## src/rtl/vga_timing_pkg.sv

```systemverilog
// Default 640x480@60 timing and helpers for whole-line/frame sizes and sync windows.
// Shared by the framebuffer streamer and the VGA output stage.
package vga_timing_pkg;

    localparam int H_VISIBLE_DEF     = 640;
    localparam int H_FRONT_PORCH_DEF = 16;
    localparam int H_SYNC_PULSE_DEF  = 96;
    localparam int H_BACK_PORCH_DEF  = 48;
    localparam int V_VISIBLE_DEF     = 480;
    localparam int V_FRONT_PORCH_DEF = 10;
    localparam int V_SYNC_PULSE_DEF  = 2;
    localparam int V_BACK_PORCH_DEF  = 33;

    typedef enum logic {
        ST_IDLE = 1'b0,
        ST_RUN  = 1'b1
    } fb_state_e;

    function automatic int whole(input int vis, input int fp, input int sp, input int bp);
        return vis + fp + sp + bp;
    endfunction

    function automatic int sync_start(input int vis, input int fp);
        return vis + fp;
    endfunction

    function automatic int sync_end(input int vis, input int fp, input int sp);
        return vis + fp + sp;
    endfunction

    localparam int H_WHOLE_DEF = whole(H_VISIBLE_DEF, H_FRONT_PORCH_DEF, H_SYNC_PULSE_DEF, H_BACK_PORCH_DEF);
    localparam int V_WHOLE_DEF = whole(V_VISIBLE_DEF, V_FRONT_PORCH_DEF, V_SYNC_PULSE_DEF, V_BACK_PORCH_DEF);

endpackage

```

## src/rtl/vga_raster_counter.sv

```systemverilog
// Column/row position over the whole frame, advancing on request, with
// visible-area and sync decode of the current position.
module vga_raster_counter
    import vga_timing_pkg::*;
#(
    parameter int H_VISIBLE     = H_VISIBLE_DEF,
    parameter int H_FRONT_PORCH = H_FRONT_PORCH_DEF,
    parameter int H_SYNC_PULSE  = H_SYNC_PULSE_DEF,
    parameter int H_BACK_PORCH  = H_BACK_PORCH_DEF,
    parameter int V_VISIBLE     = V_VISIBLE_DEF,
    parameter int V_FRONT_PORCH = V_FRONT_PORCH_DEF,
    parameter int V_SYNC_PULSE  = V_SYNC_PULSE_DEF,
    parameter int V_BACK_PORCH  = V_BACK_PORCH_DEF,
    parameter bit HSYNC_POL     = 1'b0,
    parameter bit VSYNC_POL     = 1'b0,
    localparam int H_WHOLE = whole(H_VISIBLE, H_FRONT_PORCH, H_SYNC_PULSE, H_BACK_PORCH),
    localparam int V_WHOLE = whole(V_VISIBLE, V_FRONT_PORCH, V_SYNC_PULSE, V_BACK_PORCH),
    localparam int CW_H    = $clog2(H_WHOLE),
    localparam int CW_V    = $clog2(V_WHOLE)
) (
    input  logic            clk,
    input  logic            reset,
    input  logic            i_advance,
    output logic [CW_H-1:0] o_col,
    output logic [CW_V-1:0] o_row,
    output logic            o_origin,
    output logic            o_frame_end,
    output logic            o_visible,
    output logic            o_hsync,
    output logic            o_vsync
);

    // One extra bit so a sync window ending exactly at the whole size still compares correctly.
    localparam logic [CW_H:0] H_LAST = (CW_H+1)'(H_WHOLE - 1);
    localparam logic [CW_H:0] H_VIS  = (CW_H+1)'(H_VISIBLE);
    localparam logic [CW_H:0] HS_B   = (CW_H+1)'(sync_start(H_VISIBLE, H_FRONT_PORCH));
    localparam logic [CW_H:0] HS_E   = (CW_H+1)'(sync_end(H_VISIBLE, H_FRONT_PORCH, H_SYNC_PULSE));
    localparam logic [CW_V:0] V_LAST = (CW_V+1)'(V_WHOLE - 1);
    localparam logic [CW_V:0] V_VIS  = (CW_V+1)'(V_VISIBLE);
    localparam logic [CW_V:0] VS_B   = (CW_V+1)'(sync_start(V_VISIBLE, V_FRONT_PORCH));
    localparam logic [CW_V:0] VS_E   = (CW_V+1)'(sync_end(V_VISIBLE, V_FRONT_PORCH, V_SYNC_PULSE));

    logic [CW_H-1:0] r_col;
    logic [CW_V-1:0] r_row;
    logic [CW_H:0]   w_col;
    logic [CW_V:0]   w_row;
    logic            w_line_end;
    logic            w_row_last;

    assign w_col      = {1'b0, r_col};
    assign w_row      = {1'b0, r_row};
    assign w_line_end = (w_col == H_LAST);
    assign w_row_last = (w_row == V_LAST);

    always_ff @(posedge clk) begin
        if (reset) begin
            r_col <= '0;
            r_row <= '0;
        end else if (i_advance) begin
            if (w_line_end) begin
                r_col <= '0;
                r_row <= w_row_last ? '0 : r_row + 1'b1;
            end else begin
                r_col <= r_col + 1'b1;
            end
        end
    end

    assign o_col       = r_col;
    assign o_row       = r_row;
    assign o_origin    = (r_col == '0) && (r_row == '0);
    assign o_frame_end = w_line_end && w_row_last;
    assign o_visible   = (w_col < H_VIS) && (w_row < V_VIS);
    assign o_hsync     = ((w_col >= HS_B) && (w_col < HS_E)) ? HSYNC_POL : !HSYNC_POL;
    assign o_vsync     = ((w_row >= VS_B) && (w_row < VS_E)) ? VSYNC_POL : !VSYNC_POL;

endmodule

```

## src/rtl/vga_fb_pixel_stream.sv

```systemverilog
// Raster-order framebuffer walker: pipelined AXI-Lite reads for visible pixels,
// locally generated blanking/sync, one pixel per ready/valid beat.
module vga_fb_pixel_stream
    import vga_timing_pkg::*;
#(
    parameter int          AXI_ADDR_WIDTH  = 20,
    parameter int          AXI_DATA_WIDTH  = 16,
    parameter int          COLOR_BITS      = 4,
    parameter int unsigned BASE_ADDR       = 0,
    parameter int          MAX_OUTSTANDING = 4,
    parameter int          H_VISIBLE       = H_VISIBLE_DEF,
    parameter int          H_FRONT_PORCH   = H_FRONT_PORCH_DEF,
    parameter int          H_SYNC_PULSE    = H_SYNC_PULSE_DEF,
    parameter int          H_BACK_PORCH    = H_BACK_PORCH_DEF,
    parameter int          V_VISIBLE       = V_VISIBLE_DEF,
    parameter int          V_FRONT_PORCH   = V_FRONT_PORCH_DEF,
    parameter int          V_SYNC_PULSE    = V_SYNC_PULSE_DEF,
    parameter int          V_BACK_PORCH    = V_BACK_PORCH_DEF,
    parameter bit          HSYNC_POL       = 1'b0,
    parameter bit          VSYNC_POL       = 1'b0
) (
    input  logic                      clk,
    input  logic                      reset,
    input  logic                      enable,
    output logic [AXI_ADDR_WIDTH-1:0] axi_araddr,
    output logic                      axi_arvalid,
    input  logic                      axi_arready,
    input  logic [AXI_DATA_WIDTH-1:0] axi_rdata,
    input  logic [1:0]                axi_rresp,
    input  logic                      axi_rvalid,
    output logic                      axi_rready,
    output logic                      out_valid,
    input  logic                      out_ready,
    output logic                      out_hsync,
    output logic                      out_vsync,
    output logic                      out_visible,
    output logic [COLOR_BITS-1:0]     out_red,
    output logic [COLOR_BITS-1:0]     out_green,
    output logic [COLOR_BITS-1:0]     out_blue
);

    localparam int NPIX = H_VISIBLE * V_VISIBLE;
    localparam int IW   = $clog2(NPIX);
    localparam int OW   = $clog2(MAX_OUTSTANDING + 1);
    localparam int CB   = COLOR_BITS;
    localparam int DW   = AXI_DATA_WIDTH;
    localparam int CW_H = $clog2(whole(H_VISIBLE, H_FRONT_PORCH, H_SYNC_PULSE, H_BACK_PORCH));
    localparam int CW_V = $clog2(whole(V_VISIBLE, V_FRONT_PORCH, V_SYNC_PULSE, V_BACK_PORCH));

    localparam logic [IW-1:0]             IDX_LAST = IW'(NPIX - 1);
    localparam logic [OW-1:0]             MAX_OS   = OW'(MAX_OUTSTANDING);
    localparam logic [AXI_ADDR_WIDTH-1:0] BASE_A   = AXI_ADDR_WIDTH'(BASE_ADDR);

    fb_state_e r_state, w_state_nxt;

    logic [CW_H-1:0]           w_col;
    logic [CW_V-1:0]           w_row;
    logic                      w_origin, w_frame_end_pos, w_vis_pos, w_hs_pos, w_vs_pos;
    logic                      w_run, w_slot, w_load, w_frame_done, w_rready, w_rhs;
    logic                      w_issue_ok, w_present;
    logic [IW-1:0]             r_rd_idx;
    logic                      r_rd_done;
    logic [OW-1:0]             r_inflight;
    logic                      r_arvalid;
    logic [AXI_ADDR_WIDTH-1:0] r_araddr;
    logic                      r_out_valid, r_out_vis, r_out_hs, r_out_vs;
    logic [CB-1:0]             r_red, r_green, r_blue;
    logic                      w_unused;

    vga_raster_counter #(
        .H_VISIBLE     (H_VISIBLE),
        .H_FRONT_PORCH (H_FRONT_PORCH),
        .H_SYNC_PULSE  (H_SYNC_PULSE),
        .H_BACK_PORCH  (H_BACK_PORCH),
        .V_VISIBLE     (V_VISIBLE),
        .V_FRONT_PORCH (V_FRONT_PORCH),
        .V_SYNC_PULSE  (V_SYNC_PULSE),
        .V_BACK_PORCH  (V_BACK_PORCH),
        .HSYNC_POL     (HSYNC_POL),
        .VSYNC_POL     (VSYNC_POL)
    ) u_pos (
        .clk         (clk),
        .reset       (reset),
        .i_advance   (w_load),
        .o_col       (w_col),
        .o_row       (w_row),
        .o_origin    (w_origin),
        .o_frame_end (w_frame_end_pos),
        .o_visible   (w_vis_pos),
        .o_hsync     (w_hs_pos),
        .o_vsync     (w_vs_pos)
    );

    // Position is the next pixel to load; visible ones wait for their in-order r beat.
    assign w_run        = (r_state == ST_RUN);
    assign w_slot       = !r_out_valid || out_ready;
    assign w_rready     = w_run && w_slot && w_vis_pos;
    assign w_rhs        = w_rready && axi_rvalid;
    assign w_load       = w_run && w_slot && (!w_vis_pos || axi_rvalid);
    assign w_frame_done = w_load && w_frame_end_pos;

    always_comb begin
        w_state_nxt = r_state;
        case (r_state)
            ST_IDLE: if (enable && w_origin)      w_state_nxt = ST_RUN;
            ST_RUN:  if (w_frame_done && !enable) w_state_nxt = ST_IDLE;
            default: w_state_nxt = ST_IDLE;
        endcase
    end

    always_ff @(posedge clk) begin
        if (reset) r_state <= ST_IDLE;
        else       r_state <= w_state_nxt;
    end

    // r_rd_done parks the issuer after the last visible read until the frame is committed.
    assign w_issue_ok = w_run && !r_rd_done && (r_inflight < MAX_OS);
    assign w_present  = w_issue_ok && (!r_arvalid || axi_arready);

    always_ff @(posedge clk) begin
        if (reset) begin
            r_arvalid  <= 1'b0;
            r_araddr   <= BASE_A;
            r_rd_idx   <= '0;
            r_rd_done  <= 1'b0;
            r_inflight <= '0;
        end else begin
            if (w_present) begin
                r_arvalid <= 1'b1;
                r_araddr  <= BASE_A + AXI_ADDR_WIDTH'(r_rd_idx);
                if (r_rd_idx == IDX_LAST) begin
                    r_rd_idx  <= '0;
                    r_rd_done <= 1'b1;
                end else begin
                    r_rd_idx <= r_rd_idx + 1'b1;
                end
            end else if (axi_arready) begin
                r_arvalid <= 1'b0;
            end
            if (w_frame_done) r_rd_done <= 1'b0;
            case ({w_present, w_rhs})
                2'b10:   r_inflight <= r_inflight + 1'b1;
                2'b01:   r_inflight <= r_inflight - 1'b1;
                default: r_inflight <= r_inflight;
            endcase
        end
    end

    always_ff @(posedge clk) begin
        if (reset) begin
            r_out_valid <= 1'b0;
            r_out_vis   <= 1'b0;
            r_out_hs    <= !HSYNC_POL;
            r_out_vs    <= !VSYNC_POL;
            r_red       <= '0;
            r_green     <= '0;
            r_blue      <= '0;
        end else if (w_load) begin
            r_out_valid <= 1'b1;
            r_out_vis   <= w_vis_pos;
            r_out_hs    <= w_hs_pos;
            r_out_vs    <= w_vs_pos;
            r_red       <= w_vis_pos ? axi_rdata[DW-1 -: CB]      : '0;
            r_green     <= w_vis_pos ? axi_rdata[DW-1-CB -: CB]   : '0;
            r_blue      <= w_vis_pos ? axi_rdata[DW-1-2*CB -: CB] : '0;
        end else if (out_ready) begin
            r_out_valid <= 1'b0;
        end
    end

    assign w_unused    = ^{axi_rresp, axi_rdata, w_col, w_row};

    assign axi_araddr  = r_araddr;
    assign axi_arvalid = r_arvalid;
    assign axi_rready  = w_rready;
    assign out_valid   = r_out_valid;
    assign out_visible = r_out_vis;
    assign out_hsync   = r_out_hs;
    assign out_vsync   = r_out_vs;
    assign out_red     = r_red;
    assign out_green   = r_green;
    assign out_blue    = r_blue;

endmodule

```

## config.mk

```make
export PLATFORM = sky130hd
export DESIGN_NAME = vga_fb_pixel_stream
export DESIGN_NICKNAME = d
export VERILOG_FILES = /design/src/rtl/vga_timing_pkg.sv /design/src/rtl/vga_raster_counter.sv /design/src/rtl/vga_fb_pixel_stream.sv
export SDC_FILE = /design/constraint.sdc
export NUM_CORES = 1
export LEC_CHECK = 0
export ABC_AREA = 0
export CORE_UTILIZATION = 55
export DETAILED_ROUTE_END_ITERATION = 10
export PLACE_DENSITY = 0.8
export RECOVER_POWER = 50
export SYNTH_ARGS = -nofsm -noshare
export SYNTH_HDL_FRONTEND = slang
export SYNTH_HIERARCHICAL = 1
export SYNTH_SLANG_ARGS = --single-unit
```

## constraint.sdc

```tcl
create_clock -name clk -period 8 [get_ports clk]
set_clock_uncertainty 0.1 [all_clocks]
set_input_delay 1.2 -clock clk [delete_from_list [all_inputs] [get_ports clk]]
set_output_delay 1.2 -clock clk [all_outputs]
set_load 0.01 [all_outputs]
```

## Word-level counts from Yosys, hierarchy flattened

Cells that the tools add are included.

- Shift-type cells: 0
- Muxes and demuxes: 16
- $mul: 0
- Add/subtract/negate cells: 5
- Bitwise gates (word level): 1
- Reduce and logical (&&, ||, !) cells: 31
- Order comparisons: 7
- Div/mod/pow operators: 0
- Equal/unequal tests: 5

Operators with widths:

| kind | count |
|---|---|
| adder 10 x 1 -> 10 bit, second input constant | 2 |
| == test 10 bit, second input constant | 2 |
| logical NOT 10 bit | 2 |
| < comparator 10 bit, second input constant | 2 |
| < comparator 10 x 9 -> 1 bit, second input constant | 2 |
| two-way mux 10 bit | 2 |
| adder 19 x 1 -> 19 bit, second input constant | 1 |
| == test 19 bit, second input constant | 1 |
| two-way mux 19 bit | 1 |
| logical AND 1 bit | 15 |
| two-way mux 4 bit | 3 |
| greater-or-equal comparator 10 bit, second input constant | 1 |
| greater-or-equal comparator 10 x 9 -> 1 bit, second input constant | 1 |
| two-way mux 1 bit | 8 |
| case mux 3 bit (2 select lines) | 1 |
| nonzero test 2 bit | 3 |
| logical NOT 1 bit | 5 |
| AND reduction 2 bit | 2 |
| adder 3 x 1 -> 3 bit, second input constant | 1 |
| logical OR 1 bit | 3 |
| < comparator 3 bit, second input constant | 1 |
| subtractor 3 x 1 -> 3 bit, second input constant | 1 |
| == test 2 x 1 -> 1 bit, second input constant | 1 |
| == test 2 bit, second input constant | 1 |
| 3 further kinds | 3 |

- Input port bits: 24
- ROM bits: 0
- Register bits after elaboration: 80
- Output and inout bits: 38
- Bits in writable memories: 0
- Logic and storage cells: 80
- Memories: 0
- Latch bits: 0

## Longest topological paths before layout

Gate-level depths: netlist (run 1).

- Depth in word-level cells: 9
- Gate-level depth with buffers: 12
- Gate-level depth less buffers: 10

## By module

Netlist (run 1), hierarchy kept.

Modules (own cells, without submodules):

| module | cells an instance | instances | area an instance (sq um) | seq. area each (sq um) |
|---|---|---|---|---|
| vga_fb_pixel_stream | 287 | 1 | 2443.6 | 1201.2 |
| vga_raster_counter | 127 | 1 | 1101.1 | 400.4 |

## Worst setup path before layout (run 1)

OpenSTA, ideal clock, no wires.

- Path kind: input to register
- Start point: input port out_ready
- End point: register r_inflight[2]
- Arrival: 3185 ps
- Slack: 4645 ps
- Library setup time: 70 ps
- Cell stages on the path: 10
- Data required time: 7830 ps
- Buffers on the path: 2
- Cell sequence: nand2b_1 and4_1 clkbuf_1 clkbuf_1 ha_1 inv_1 fa_1 xor2_1 or3_1 a21oi_1

- Word-level cells in the longest chain between the ends: 6
- Elaborated cells between the ends (all ways): 8
- Those cells by class: eq/ne: 2; mux: 1; reduce/logical: 5

Ends and longest elaborated chain:

| element | RTL line | source |
|---|---|---|
| from (decl) | vga_fb_pixel_stream.sv:33 | `input logic out_ready,` |
| logical OR 1 bit * | vga_fb_pixel_stream.sv:96 | `assign w_slot = !r_out_valid \|\| out_ready;` |
| logical AND 1 bit * (2 in series) | vga_fb_pixel_stream.sv:97 | `assign w_rready = w_run && w_slot && w_vis_pos;` |
| logical AND 1 bit * | vga_fb_pixel_stream.sv:98 | `assign w_rhs = w_rready && axi_rvalid;` |
| == test 2 x 1 -> 1 bit / == test 2 bit (equally long branches) | vga_fb_pixel_stream.sv:141 | `case ({w_present, w_rhs})` |
| case mux 3 bit (2 select lines) / nonzero test 2 bit (equally long branches) | - |  |
| to (signal assigned) | vga_fb_pixel_stream.sv:142 | `2'b10: r_inflight <= r_inflight + 1'b1;` |
| to (signal assigned) | vga_fb_pixel_stream.sv:143 | `2'b01: r_inflight <= r_inflight - 1'b1;` |
| to (signal assigned) | vga_fb_pixel_stream.sv:144 | `default: r_inflight <= r_inflight;` |
| to (decl) | vga_fb_pixel_stream.sv:63 | `logic [OW-1:0] r_inflight;` |

Mark *: on every way between the ends. The rest lies on a longest branch, timed or not.
A chain may end at the register's enable or synchronous reset.

## Worst setup path after layout (run 1)

- Start point: input port out_ready
- End point: register u_pos.r_row[8] (netlist: u_pos/o_row[8])

- Word-level cells in the longest chain between the ends: 4

Ends and longest elaborated chain:

| element | RTL line | source |
|---|---|---|
| logical OR 1 bit | vga_fb_pixel_stream.sv:96 |  |
| logical AND 1 bit (2 in series) | vga_fb_pixel_stream.sv:99 | `assign w_load = w_run && w_slot && (!w_vis_pos \|\| axi_rvalid);` |
| named net w_load | vga_fb_pixel_stream.sv:59 | `logic w_run, w_slot, w_load, w_frame_done, w_rready, w_rhs;` |
| AND reduction 2 bit (no line) | - |  |
| to (signal assigned) | vga_raster_counter.sv:62 | `r_row <= w_row_last ? '0 : r_row + 1'b1;` |
| to (decl) | vga_raster_counter.sv:44 | `logic [CW_V-1:0] r_row;` |

The timed path passes the listed nets, and every way through them passes these cells.

==> results of run 1 <==
## worst max-delay path, cell delays in order
cell and delay (ns):
dlygate4sd3_1 0.51, nand2b_1 0.16, nand3_1 0.47, inv_1 0.44, and4_1 0.37, nand4_1 0.26
or4_1 0.54, a21oi_1 0.14
## cell usage in the layout, fill, tap and decap left out, types with 3 or more instances in the layout
cell,instances
a21oi_1,43
a22oi_1,12
and3_1,5
and4_1,8
clkbuf_8,10
clkdlybuf4s50_1,15
clkinv_2,3
dfxtp_1,80
dlygate4sd3_1,38
ha_1,6
inv_1,13
nand2_1,56
nand2b_1,3
nand3_1,18
nand4_1,13
nor2_1,38
nor3_1,12
nor4_1,4
o21ai_0,7
o31ai_1,12
or3_1,3
or4_1,12
xnor2_1,8
xor2_1,12
## flip-flops by register name, summed over array words and instances, names as in the netlist
signal       cells
axi_araddr      19
axi_arvalid      1
out_blue         4
out_green        4
out_hsync        1
out_red          4
out_valid        1
out_visible      1
out_vsync        1
r_inflight       3
r_rd_done        1
r_rd_idx        19
r_state          1
u_pos/o_col     10
u_pos/o_row     10
## metal layers
layer,track usage,vias to the layer above,routed length (um)
li1,-,1576,-
met1,0.2918,1460,3421
met2,0.4025,75,3515
met3,0.06374,12,349
met4,0.1035,0,131
met5,0,-,0
## through the flow
step / setup slack, ns / instances
3_3_place_gp: 3.821 / 525
2_1_floorplan: 4.645 / 414
3_5_place_dp: 3.798 / 525
4_1_cts: 4.151 / 539
6_report: 4.091 / 539
5_1_grt: 3.781 / 539
## cell families after synthesis
| logic type | Yosys count |
|---|---|
| other | 1 |
| adders and majority gates | 7 |
| AOI/OAI and AO/OA | 81 |
| DFF | 80 |
| and+or+nand+nor | 191 |
| muxes | 1 |
| buffers and inverters | 33 |
| xor gates and xnor gates | 20 |
## worst paths after layout
kind | startpoint | to | slack (ns) | cells past startpoint
worst min register to register | axi_araddr[16] | axi_araddr[16] | 0.35 | 2
worst max-delay path | out_ready | u_pos/o_row[8] | 4.09 | 8
worst min-delay path | axi_araddr[16] | axi_araddr[16] | 0.35 | 2
worst max register to register | u_pos/o_row[5] | u_pos/o_row[8] | 4.52 | 10
## area by class of cell
| type | instances | area (um^2) |
|---|---|---|
| Clock buffer | 10 | 137.6 |
| Clock inverter | 4 | 22.52 |
| Fill cell | 508 | 1808 |
| Inverter | 13 | 48.80 |
| Multi-Input combinational cell | 301 | 1798 |
| Sequential cell | 80 | 1602 |
| Tap cell | 75 | 93.84 |
| Timing Repair Buffer | 56 | 550.5 |
## power groups by stage
stage          combinational, mW  sequential (mW)  clock (mW)
2_1_floorplan             0.0389            0.424           0
3_3_place_gp              0.0656            0.422           0
3_5_place_dp              0.0667            0.423           0
4_1_cts                   0.0673            0.413       0.264
5_1_grt                   0.0724            0.415       0.278
6_report                  0.0643            0.413       0.257
==> metrics, run 1 <==
Final ANT Viol Nets 0; status finished, final reports clean; Post-synth ARST share 0; WP data arrival 4.10 ns; height of the die 82.28 um; Hold Path Class flop to flop; Initial Util 0.5848; Compound-Gate Fraction of Synth Area 0.1387; Crit Path Category input port to flop; Die Width 82.28 um; Placer Congestion 0.8674; ys flop type dfxtp_1; Post-Synth Adder-Cell Area 0.02683; Pre-antenna DRT Iters 5; area share of the largest cell type after synthesis 0.4518; placed inst area 4101 um^2; crit path launch type input port; Lkg Pwr 1.526 nW; global-route wire length before repair 12.43 mm; Clock Power Share 0.350; GR Overflow Total 0; area delta synth->final 19.98%; Final setup viols 0; mux contribution to synthesized area 0.002824; hold_buf cts 0; CTS root buf clkbuf_8; Tcrit/Tclk final 0.4886; crit-path max FO 17; Total Routing Usage GR 0.2414; NetSw 183.5 uW; Port Buffers 54; First DRT Iteration DRCs 190; detailed-route wire length 7.417 mm; Post-synth top cells dfxtp_1 (80), nand2_1 (56), a21oi_1 (43), nor2_1 (38), nand3_1 (17); maxcap violations 0; largest net degree at the start of global routing 63; vias in the first global route 2828; distinct cell type count after synthesis 49; pwr dens 172.7 nW/um^2; Syn Std Cell Area 3545 um^2; final hold violations 0; clock-pin transition on the worst setup and hold timing paths 0.08 ns; Internal 550.9 uW; Peak VDD IR 112.7 uV; WL/cell 13.76 um; Max Freq 255.8 MHz; utilization after layout 0.7017; CTS Buf Count 9; Bufs on Longest Clock Path 2; detailed placer's ending HPWL 5.067 mm; Synth Area per Inst 8.562 um^2; Worst-Skew Late Latency 0.35 ns; antenna cells 0; Ys Warns 6; worst path required time 8.19 ns; Clock H-tree levels 3; vias 3123; DRC 0; synthesized-area fraction occupied by and/or/nand/nor cells 0.2909; post-CTS sizing 0; Via density 5.794; Setup TNS Final 0 ns; synthesized flop and latch total 80; Combinational Power Share 0.087; initial antenna violation count 0; Seq/Total Area, Yosys 0.4518; RSZ-0062 raised after global routing false; largest family of logic cells by synthesized area simple AND/OR/NAND/NOR gates; post-synthesis xor/xnor area fraction 0.04942; row count 28; ratio of cells with drive above 1 in the final layout 0.05172; Syn Nets 445; CTS Sinks 80; worst-margin pin slew 0.9747 ns; die area 6770 um^2; CTS tree done; top cells by area in the synthesized netlist dfxtp_1 (45%), a21oi_1 (6.1%), nand2_1 (5.9%); final instance area 4253 um^2; I/O pin count 62; sw frac 0.2499; Final #Nets 492; Final min period 3.909 ns; hold slack 0.3505 ns; Slew Viols, Final 0; EDFF count, synth 0; register share of total power 0.562; Post-CTS Setup Bufs 0; Post-Syn Instances 414; core area 6061 um^2; Synth area leader dfxtp_1; most numerous cell in the Yosys netlist dfxtp_1; Setup crit end kind flop; Worst slew margin 0.3489; Final Power 734.4 uW
(Power assumes the default switching activity.)
==> run 2: changes to the inputs <==
--- a/config.mk
+++ b/config.mk
@@ -6,9 +6,9 @@
 export NUM_CORES = 1
 export LEC_CHECK = 0
 export ABC_AREA = 0
-export CORE_UTILIZATION = 55
+export CORE_UTILIZATION = 52
 export DETAILED_ROUTE_END_ITERATION = 10
-export PLACE_DENSITY = 0.8
+export PLACE_DENSITY = 0.76
 export RECOVER_POWER = 50
 export SYNTH_ARGS = -nofsm -noshare
 export SYNTH_HDL_FRONTEND = slang
==> constraint.sdc (replaced) <==
create_clock -name clk -period 3.6 [get_ports clk]
set_clock_uncertainty 0.1 [all_clocks]
set_input_delay 0.54 -clock clk [delete_from_list [all_inputs] [get_ports clk]]
set_output_delay 0.54 -clock clk [all_outputs]
set_load 0.01 [all_outputs]
==> run 2 against run 1 <==
  * The run now ends with design-rule violations left
  * Count of clock-buffer cells in the layout fell by 1
  * Largest cell class unchanged
  * Cell count is 1.5% higher
  * Sequential power grew 120%
  * Critical path type is now flop to flop
  * Via count grew 1.7%
  * Die area rose by 5.6%
  * Highest routed layer unchanged
  * Global-route usage is 1.1 points lower
  * Hold slack hardly changed
  * Register-to-register slack worse by 3.8 ns
==> metrics, run 2 (synthesized netlist as in run 1, its figures left out) <==
critical path's slowest cell or4_1; Port Buffers 54; vias 3176; Setup crit end kind flop; row count 29; CTS root buf clkbuf_8; final hold violations 0; WL/cell 13.87 um; crit path launch type flop; detailed-route wire length 7.588 mm; Reg2Reg Depth 10; global-route wire length before repair 13.23 mm; detailed placer's ending HPWL 5.171 mm; DRC 3; I/O pin count 62; status finished, violations left; Die Width 84.56 um; core area 6459 um^2; commonest non-fill, non-tap cells in the layout dfxtp_1 (80), nand2_1 (56), a21oi_1 (43); failing checks design-rule violations; Tcrit/Tclk final 0.8094; post-CTS sizing 0; Final ANT Viol Nets 0; ratio of cells with drive above 1 in the final layout 0.06170; Hold Crit Depth 2; CTS Buf Count 9; r2r endpoint u_pos/o_row[8]; vias in the first global route 2944; antenna cells 0; CP delay by family, top simple AND/OR/NAND/NOR gates; Initial Util 0.5488; Final setup viols 0; worst-margin pin slew 1.415 ns; Worst-Skew Late Latency 0.36 ns; GR Overflow Total 0; initial antenna violation count 0; Max Freq 343.2 MHz; Fillers 559; CTS tree done; CTS Sinks 80; Pre-antenna DRT Iters 8; Worst R2R Setup Slack 0.69 ns; worst path required time 3.79 ns; Peak VDD IR 270.3 uV; area delta synth->final 21.85%; maxcap violations 0; Final min period 2.914 ns; crit-path cells nand3_1, nor2_1, nor3_1, nand2b_1, nand3_1, inv_1, and4_1, nand4_1, or4_1, a21oi_1; Crit Path Category flop to flop; hold_buf cts 0; First DRT Iteration DRCs 145; Clock H-tree levels 3; clock-pin transition on the worst setup and hold timing paths 0.08 ns; RSZ-0062 raised after global routing false; Bufs on Longest Clock Path 2; die area 7150 um^2; utilization after layout 0.6687; largest net degree at the start of global routing 34; hold_sp axi_araddr[18]; hold slack 0.3503 ns; Worst slew margin 0.05645; Hold Path Class flop to flop; Placer Congestion 0.8543; pwr dens 399.3 nW/um^2; Via density 5.806; crit-path max FO 10; Final Power 1.725 mW; Setup TNS Final 0 ns; Crit path buffers/inverters 1; Lkg Pwr 1.548 nW; most frequent CP cell nand3_1; Post-CTS Setup Bufs 0; Slew Viols, Final 0; reg-to-reg critical path startpoint u_pos/o_row[5]; height of the die 84.56 um; Total Routing Usage GR 0.2302; worst hold endpoint axi_araddr[18]; WP data arrival 3.11 ns; largest stage delay on the critical path 0.52 ns; commonest non-fill, non-tap cell in the layout dfxtp_1; Final #Nets 496
## run 2: cell types whose count changed in the layout (fill, tap and decap cells not counted), sizes merged
cell / previous run / this run
clkbuf: 10 / 12
bufinv: 0 / 1
inv: 13 / 14
clkdlybuf4s50: 15 / 18
buf: 3 / 4
clkinv: 3 / 4
dlygate4sd3: 38 / 35
## run 2: final cells by class
cell class	instances	area [um^2]	share of cell area
repair buffers	60	571.8	0.1324
flip-flops and latches	80	1602	0.3708
well taps	77	96.34	0.02231
inverters	13	48.80	0.01130
clock inverters	7	70.07	0.01622
multi-input cells	301	1807	0.4183
clock buffers	9	123.9	0.02868
## run 2: how the worst max path moves through the flow
stage / slack (ns) / end / cells past startpoint / start
global route: 0.43 / u_pos/o_row[8] / 10 / u_pos/o_row[5]
CTS: 0.71 / u_pos/o_row[8] / 10 / u_pos/o_row[5]
finish: 0.69 / u_pos/o_row[8] / 10 / u_pos/o_row[5]
floorplan: 0.82 / r_inflight[2] / 12 / u_pos/o_row[5]
detailed placement: 0.60 / u_pos/o_row[8] / 8 / out_ready
global placement: 0.68 / u_pos/o_row[8] / 8 / out_ready
## run 2: power by group
part	internal [mW]	total (mW)	switching, mW
combinational	0.0655	0.149	0.0838
clock	0.320	0.657	0.337
sequential	0.904	0.918	0.0141
total	1.29	1.72	0.435
## run 2: through the flow
| stage | instances | area, um^2 | setup WS [ns] |
|---|---|---|---|
| floorplan | 414 | 3545 | 0.8186 |
| global placement | 531 | 4134 | 0.6771 |
| detailed placement | 531 | 4134 | 0.5994 |
| CTS | 547 | 4328 | 0.7068 |
| global route | 547 | 4319 | 0.4293 |
| finish | 547 | 4319 | 0.6863 |
## run 2: worst min-delay path: cells and delay by family (launching register included)
kind | cells | cell delay, ns
AO/OA/AOI/OAI | 1 | 0.05
flip-flops | 1 | 0.31
AND/OR/NAND/NOR | 1 | 0.05
## run 2: layer usage
layer	track usage	share of wire
met1	0.2846	0.44
met2	0.3851	0.48
met3	0.05801	0.057
met4	0.09245	0.015
met5	0	0
==> variant 1, RTL diff (config.mk and constraints of run 2) <==
Compare `r_rd_idx` against `IDX_LAST` with >= in place of ==.
--- a/src/rtl/vga_fb_pixel_stream.sv
+++ b/src/rtl/vga_fb_pixel_stream.sv
@@ -129,5 +129,5 @@
                 r_arvalid <= 1'b1;
                 r_araddr  <= BASE_A + AXI_ADDR_WIDTH'(r_rd_idx);
-                if (r_rd_idx == IDX_LAST) begin
+                if (r_rd_idx >= IDX_LAST) begin
                     r_rd_idx  <= '0;
                     r_rd_done <= 1'b1;
Check against the original RTL: no difference found for any inputs over 4 cycles, from zero or initial values and one cycle with reset high; that may be too few to reach the edited logic, so the function may still have changed.
==> variant 1 against run 2 <==
- worst setup slack lost 0.058 ns
- wire length grew 5.9%
- non-clock buffer count is the same
- power grew 7.3%
- highest routed layer unchanged
- final area grew 2.8%
- largest power group unchanged
- sequential share of layout area shrank 0.99 points
- sequential cell count is the same
- critical path type unchanged
- core utilization shrank 1.6 points
- area after synthesis grew 3.4%
- count of clock-buffer cells in the layout grew 1
==> variant 1: results (changes against run 2) <==
| Metric | Value |
|---|---|
| M1 wire length | 3830 microns (+13%) |
| Syn_nets | 456 (+2.5%) |
| Post-Place Cells | 553 (+4.1%) |
| GP Congestion | 0.845 (-1.1%) |
| Async SR Flop Fraction | 0% (unchanged) |
| Worst path slowest cell | clkbuf_1 |
| Worst skew pair latency | roughly 0.35 ns |
| Clk root buf | clkbuf_8 |
| Via density | 5.74 (-1.1%) |
| Outcome | completed |
| Synth cell count leaders | 80 x dfxtp_1, 55 x nand2_1, 39 x a21oi_1 |
| Final WL | 8040 microns (+5.9%) |
| TritonRoute pass-1 iters | 4 (-4) |
| Number of post-CTS setup repair buffers | 0 (unchanged) |
| CP top delay family | compound AO/OA/AOI/OAI gates |
| Arrival @ worst endpoint | 3.11 ns (about the same) |
| Sequential fraction of the synthesis area | 43.7% (-1.5 points) |
| Post-CTS sizing | 0 (unchanged) |
| Fillers | 591 (+5.7%) |
| Worst min path class | reg -> reg |
| Drt wl/cell | 14.2 microns (+2.2%) |
| DR WL met3 | 360 microns (-16%) |
| Cell variety after synth | 54 (+10%) |
| Post-DP HPWL | 5380 microns (+4.0%) |
| CTS Buf Count | 9 (unchanged) |
| Largest net degree at the start of global routing | 57 (+68%) |
| GRT Overall Usage | 22.6% (-0.40 points) |
| CTS clk-pin slew, worst paths | ~0.070 ns |
| Max incr delay on CP | 0.79 ns (+0.27 ns) |
| Setup-failing EPs final | 0 (unchanged) |
| Diode count | 0 (unchanged) |
| Peak VDD IR | 0.000308 V (+14%) |
| Routed length on met2 | 3730 microns (+1.7%) |
| First-pass GRT wire length | 13,400 microns (+1.4%) |
| Initial antenna violation count | 0 (unchanged) |
| Layout cells sized above 1 | 6.16% (-0.013 points) |
| Total Nets Final | 499 (+0.60%) |
| Top_reg_cell synth | dfxtp_1 |
| Clock Tree Buf Depth | 2 (unchanged) |
| Number of global-route vias before repair | 2,928 (-0.54%) |
| Yosys warning count | 6 (unchanged) |
| Post-Syn Instances | 425 (+2.7%) |
| Buffers on Ports | 54 (unchanged) |
| Synth area leaders | dfxtp_1 44%, nand2_1 5.6%, a21oi_1 5.3% |
| Uppermost layer routed | met4 |
| CTS H-tree depth | 3 (unchanged) |
| Leak Pwr | 0.00160 uW (+3.4%) |
| Worst-Margin Slew | 1.04 ns (-0.371 ns) |
| Dpl cell area | 4240 sq um (+2.7%) |
| Crit-path max FO | 23 (+13) |
| Initial DRC Count | 198 (+37%) |
==> variant 1: metrics by stage <==
step / worst slack (ns) / utilization [%] / total power (uW) / hold WS, ns
after global placement: 0.724 / 62.5 / 1160 / 0.342
after detailed placement: 0.661 / 62.5 / 1170 / 0.347
after CTS: 0.811 / 65.5 / 1870 / 0.357
after global routing: 0.390 / 65.3 / 1930 / 0.376
final: 0.628 / 65.3 / 1850 / 0.350
after floorplan: 0.757 / - / 1080 / 0.356
==> variant 1: final timing paths <==
check                                    start             end  slack, ns  cells after the start
worst max-delay path                   r_state    r_rd_idx[14]       0.63                      5
worst min-delay path            axi_araddr[15]  axi_araddr[15]       0.35                      2
worst max register to register         r_state    r_rd_idx[14]       0.63                      5
worst min register to register  axi_araddr[15]  axi_araddr[15]       0.35                      2
==> variant 1: report_power, final <==
group	total [uW]	switching [uW]	internal (uW)
registers	946	28.5	918
clock network	713	313	400
logic	192	106	85.9
total	1850	448	1400
==> variant 1: logic make-up after synthesis <==
group | Yosys count | share of synthesized area (%)
other | 1 | 0.102
buffers and inverters | 41 | 4.68
adders and majority gates | 7 | 2.59
DFF | 80 | 43.7
and+or+nand+nor | 181 | 26.9
AOI/OAI and AO/OA | 93 | 16.8
muxes | 1 | 0.273
xor gates and xnor gates | 21 | 5.02
==> variant 1: per-layer routing <==
layer / GRT usage (%) / vias up
met3: 5.00 / 13
met4: 9.70 / 0
met2: 36.4 / 76
met1: 29.2 / 1540
met5: 0 / -
li1: - / 1627
==> variant 1: area by class of cell <==
| class | instances | area share (%) |
|---|---|---|
| Sequential cell | 80 | 36.1 |
| Inverter | 13 | 1.10 |
| Tap cell | 96 | 2.71 |
| Multi-Input combinational cell | 304 | 42.6 |
| Clock inverter | 4 | 1.58 |
| Timing Repair Buffer | 60 | 12.8 |
| Clock buffer | 10 | 3.10 |
==> variant 2, RTL diff (flow settings as in run 2) <==
Without the edit above. The parameter `AXI_ADDR_WIDTH` goes from 20 to 40.
--- a/src/rtl/vga_fb_pixel_stream.sv
+++ b/src/rtl/vga_fb_pixel_stream.sv
@@ -4,5 +4,5 @@
     import vga_timing_pkg::*;
 #(
-    parameter int          AXI_ADDR_WIDTH  = 20,
+    parameter int          AXI_ADDR_WIDTH  = 40,
     parameter int          AXI_DATA_WIDTH  = 16,
     parameter int          COLOR_BITS      = 4,
Interface: changed (resized axi_araddr); port bits go from 62 to 82. The function was not compared with the original's and may differ.
==> variant 2 against run 2 <==
- the run ends with max-capacitance violations, max-slew violations left
- power increased by 10%
- global-route usage fell by 1.3 points
- non-clock buffer count unchanged
- synthesized cell count rose by 4.8%
- area after synthesis grew 4.2%
- count of clock-buffer cells in the layout is 3 higher
- wire length increased by 2.1%
- sequential cell count unchanged
- worst setup slack got worse by 0.029 ns
- via count is 2.4% higher
- sequential share of layout area down 1.3 points
- final area rose by 3.7%
- core utilization decreased by 1.3 points
==> variant 2: results (changes against run 2) <==
| Metric | Value |
|---|---|
| Outcome | finished, violations left |
| Failing checks | max-capacitance violations, max-slew violations |
| Total Nets Final | 516 (+4.0%) |
| Via count | 3,251 (+2.4%) |
| Sequential fraction of the synthesis area | 43.3% (-1.8 points) |
| Diode count | 0 (unchanged) |
| Hold depth | 2 (unchanged) |
| Post-Place Cells | 570 (+7.3%) |
| Leak Pwr | 0.00165 uW (+6.3%) |
| Post-synthesis compound-gate area fraction | 13.3% (-0.56 points) |
| Number of post-CTS setup repair buffers | 0 (unchanged) |
| Clk root buf | clkbuf_8 |
| Buffers on Ports | 54 (unchanged) |
| Critical path origin | u_pos/o_row[5] |
| Fillers | 633 (+13%) |
| Mean Syn Cell Area | 8.51 sq um (-0.57%) |
| Arrival @ worst endpoint | 3.12 ns (about the same) |
| Max-slew violation count | 41 (+41) |
| Multiplexer area fraction after synthesis | 0.271% (-0.011 points) |
| R2R Setup Slk | 0.66 ns (-0.03 ns) |
| Synth cell count leaders | 80 x dfxtp_1, 56 x nand2_1, 43 x a21oi_1 |
| Layout cells sized above 1 | 5.71% (-0.46 points) |
| Post-DP HPWL | 5440 microns (+5.2%) |
| R2r worst-path depth | 10 (unchanged) |
| Initial DRC Count | 102 (-30%) |
| Async SR Flop Fraction | 0% (unchanged) |
| Via density | 5.55 (-4.5%) |
| Largest net degree at the start of global routing | 41 (+21%) |
| Worst slew margin | -11.2% (-17 points) |
| Hold_sp | axi_araddr[6] |
| CTS clk-pin slew, worst paths | 0.09 ns |
| Crit path capture | u_pos/o_row[8] |
| Drt wl/cell | 13.2 microns (-4.7%) |
| Post-Synth XOR/XNOR Area | 4.74% (-0.20 points) |
| CTS Buf Count | 9 (unchanged) |
| First-pass GRT wire length | 13,000 microns (-1.5%) |
| Number of global-route vias before repair | 2,971 (+0.92%) |
| Worst min path class | reg -> reg |
| GP Congestion | 0.875 (+2.5%) |
| Post-CTS sizing | 0 (unchanged) |
| Hold-critical path endpoint | axi_araddr[6] |
| Synthesized-area fraction occupied by adder cells | 2.57% (-0.11 points) |
| Worst skew pair latency | 0.35 ns |
| TritonRoute pass-1 iters | 4 (-4) |
| CTS H-tree depth | 3 (unchanged) |
| Reg-to-reg endpoint | u_pos/o_row[8] |
| Yosys warning count | 6 (unchanged) |
| Initial antenna violation count | 0 (unchanged) |
| Worst path slowest cell | or4_1 |
| Max Cap Viol | 1 (+1) |
| Max incr delay on CP | between 0.5 and 0.6 ns |
| Crit-path max FO | 10 (unchanged) |
| Peak VDD IR | 0.000228 V (-16%) |
| Synth area leaders | dfxtp_1 43%, a21oi_1 5.8%, nand2_1 5.7% |
| GRT Overall Usage | 21.8% (-1.3 points) |
## variant 2: cell count changes in the layout (fill, tap and decap cells not counted), sizes merged
cell	before	now
clkinvlp	1	0
dlygate4sd3	35	37
bufinv	1	3
clkbuf	12	15
clkdlybuf4s50	18	16
conb	1	21
clkinv	4	0
## variant 2: power breakdown
group	switching, uW	internal (uW)	total (uW)
logic	93.1	65.1	158
clock network	321	502	823
registers	13.5	904	917
total	427	1470	1900
## variant 2: final cells by class
| cell class | count | area [sq um] | share of cell area [%] |
|---|---|---|---|
| sequential | 80 | 1600 | 35.8 |
| clock buffer | 12 | 155 | 3.46 |
| inverter | 13 | 48.8 | 1.09 |
| tap | 96 | 120 | 2.68 |
| timing repair buffer | 60 | 572 | 12.8 |
| multi-input combinational | 321 | 1880 | 42.0 |
| clock inverter | 4 | 98.8 | 2.21 |
## variant 2: worst max-delay path, delay by kind of cell (launching register included)
family                 cells  cell delay [ns]
AO/OA/AOI/OAI              1             0.14
flip-flops                 1             0.46
AND/OR/NAND/NOR            8             1.92
buffers and inverters      1             0.25
## variant 2: metal layers
metal  routed length, microns  global-route usage (%)
met1                     3480                    25.9
met2                     3710                    38.0
met3                      391                    4.10
met4                      170                    10.0
met5                        0                       0
## variant 2: metrics by stage
step                hold slack [ns]  worst slack (ns)  area, sq um  power (uW)
floorplan                     0.348             0.819         3770        1050
global placement              0.343             0.692         4230        1100
detailed placement            0.346             0.643         4230        1100
CTS                           0.357             0.690         4490        1920
global route                  0.370             0.521         4480        1960
finish                        0.352             0.658         4480        1900
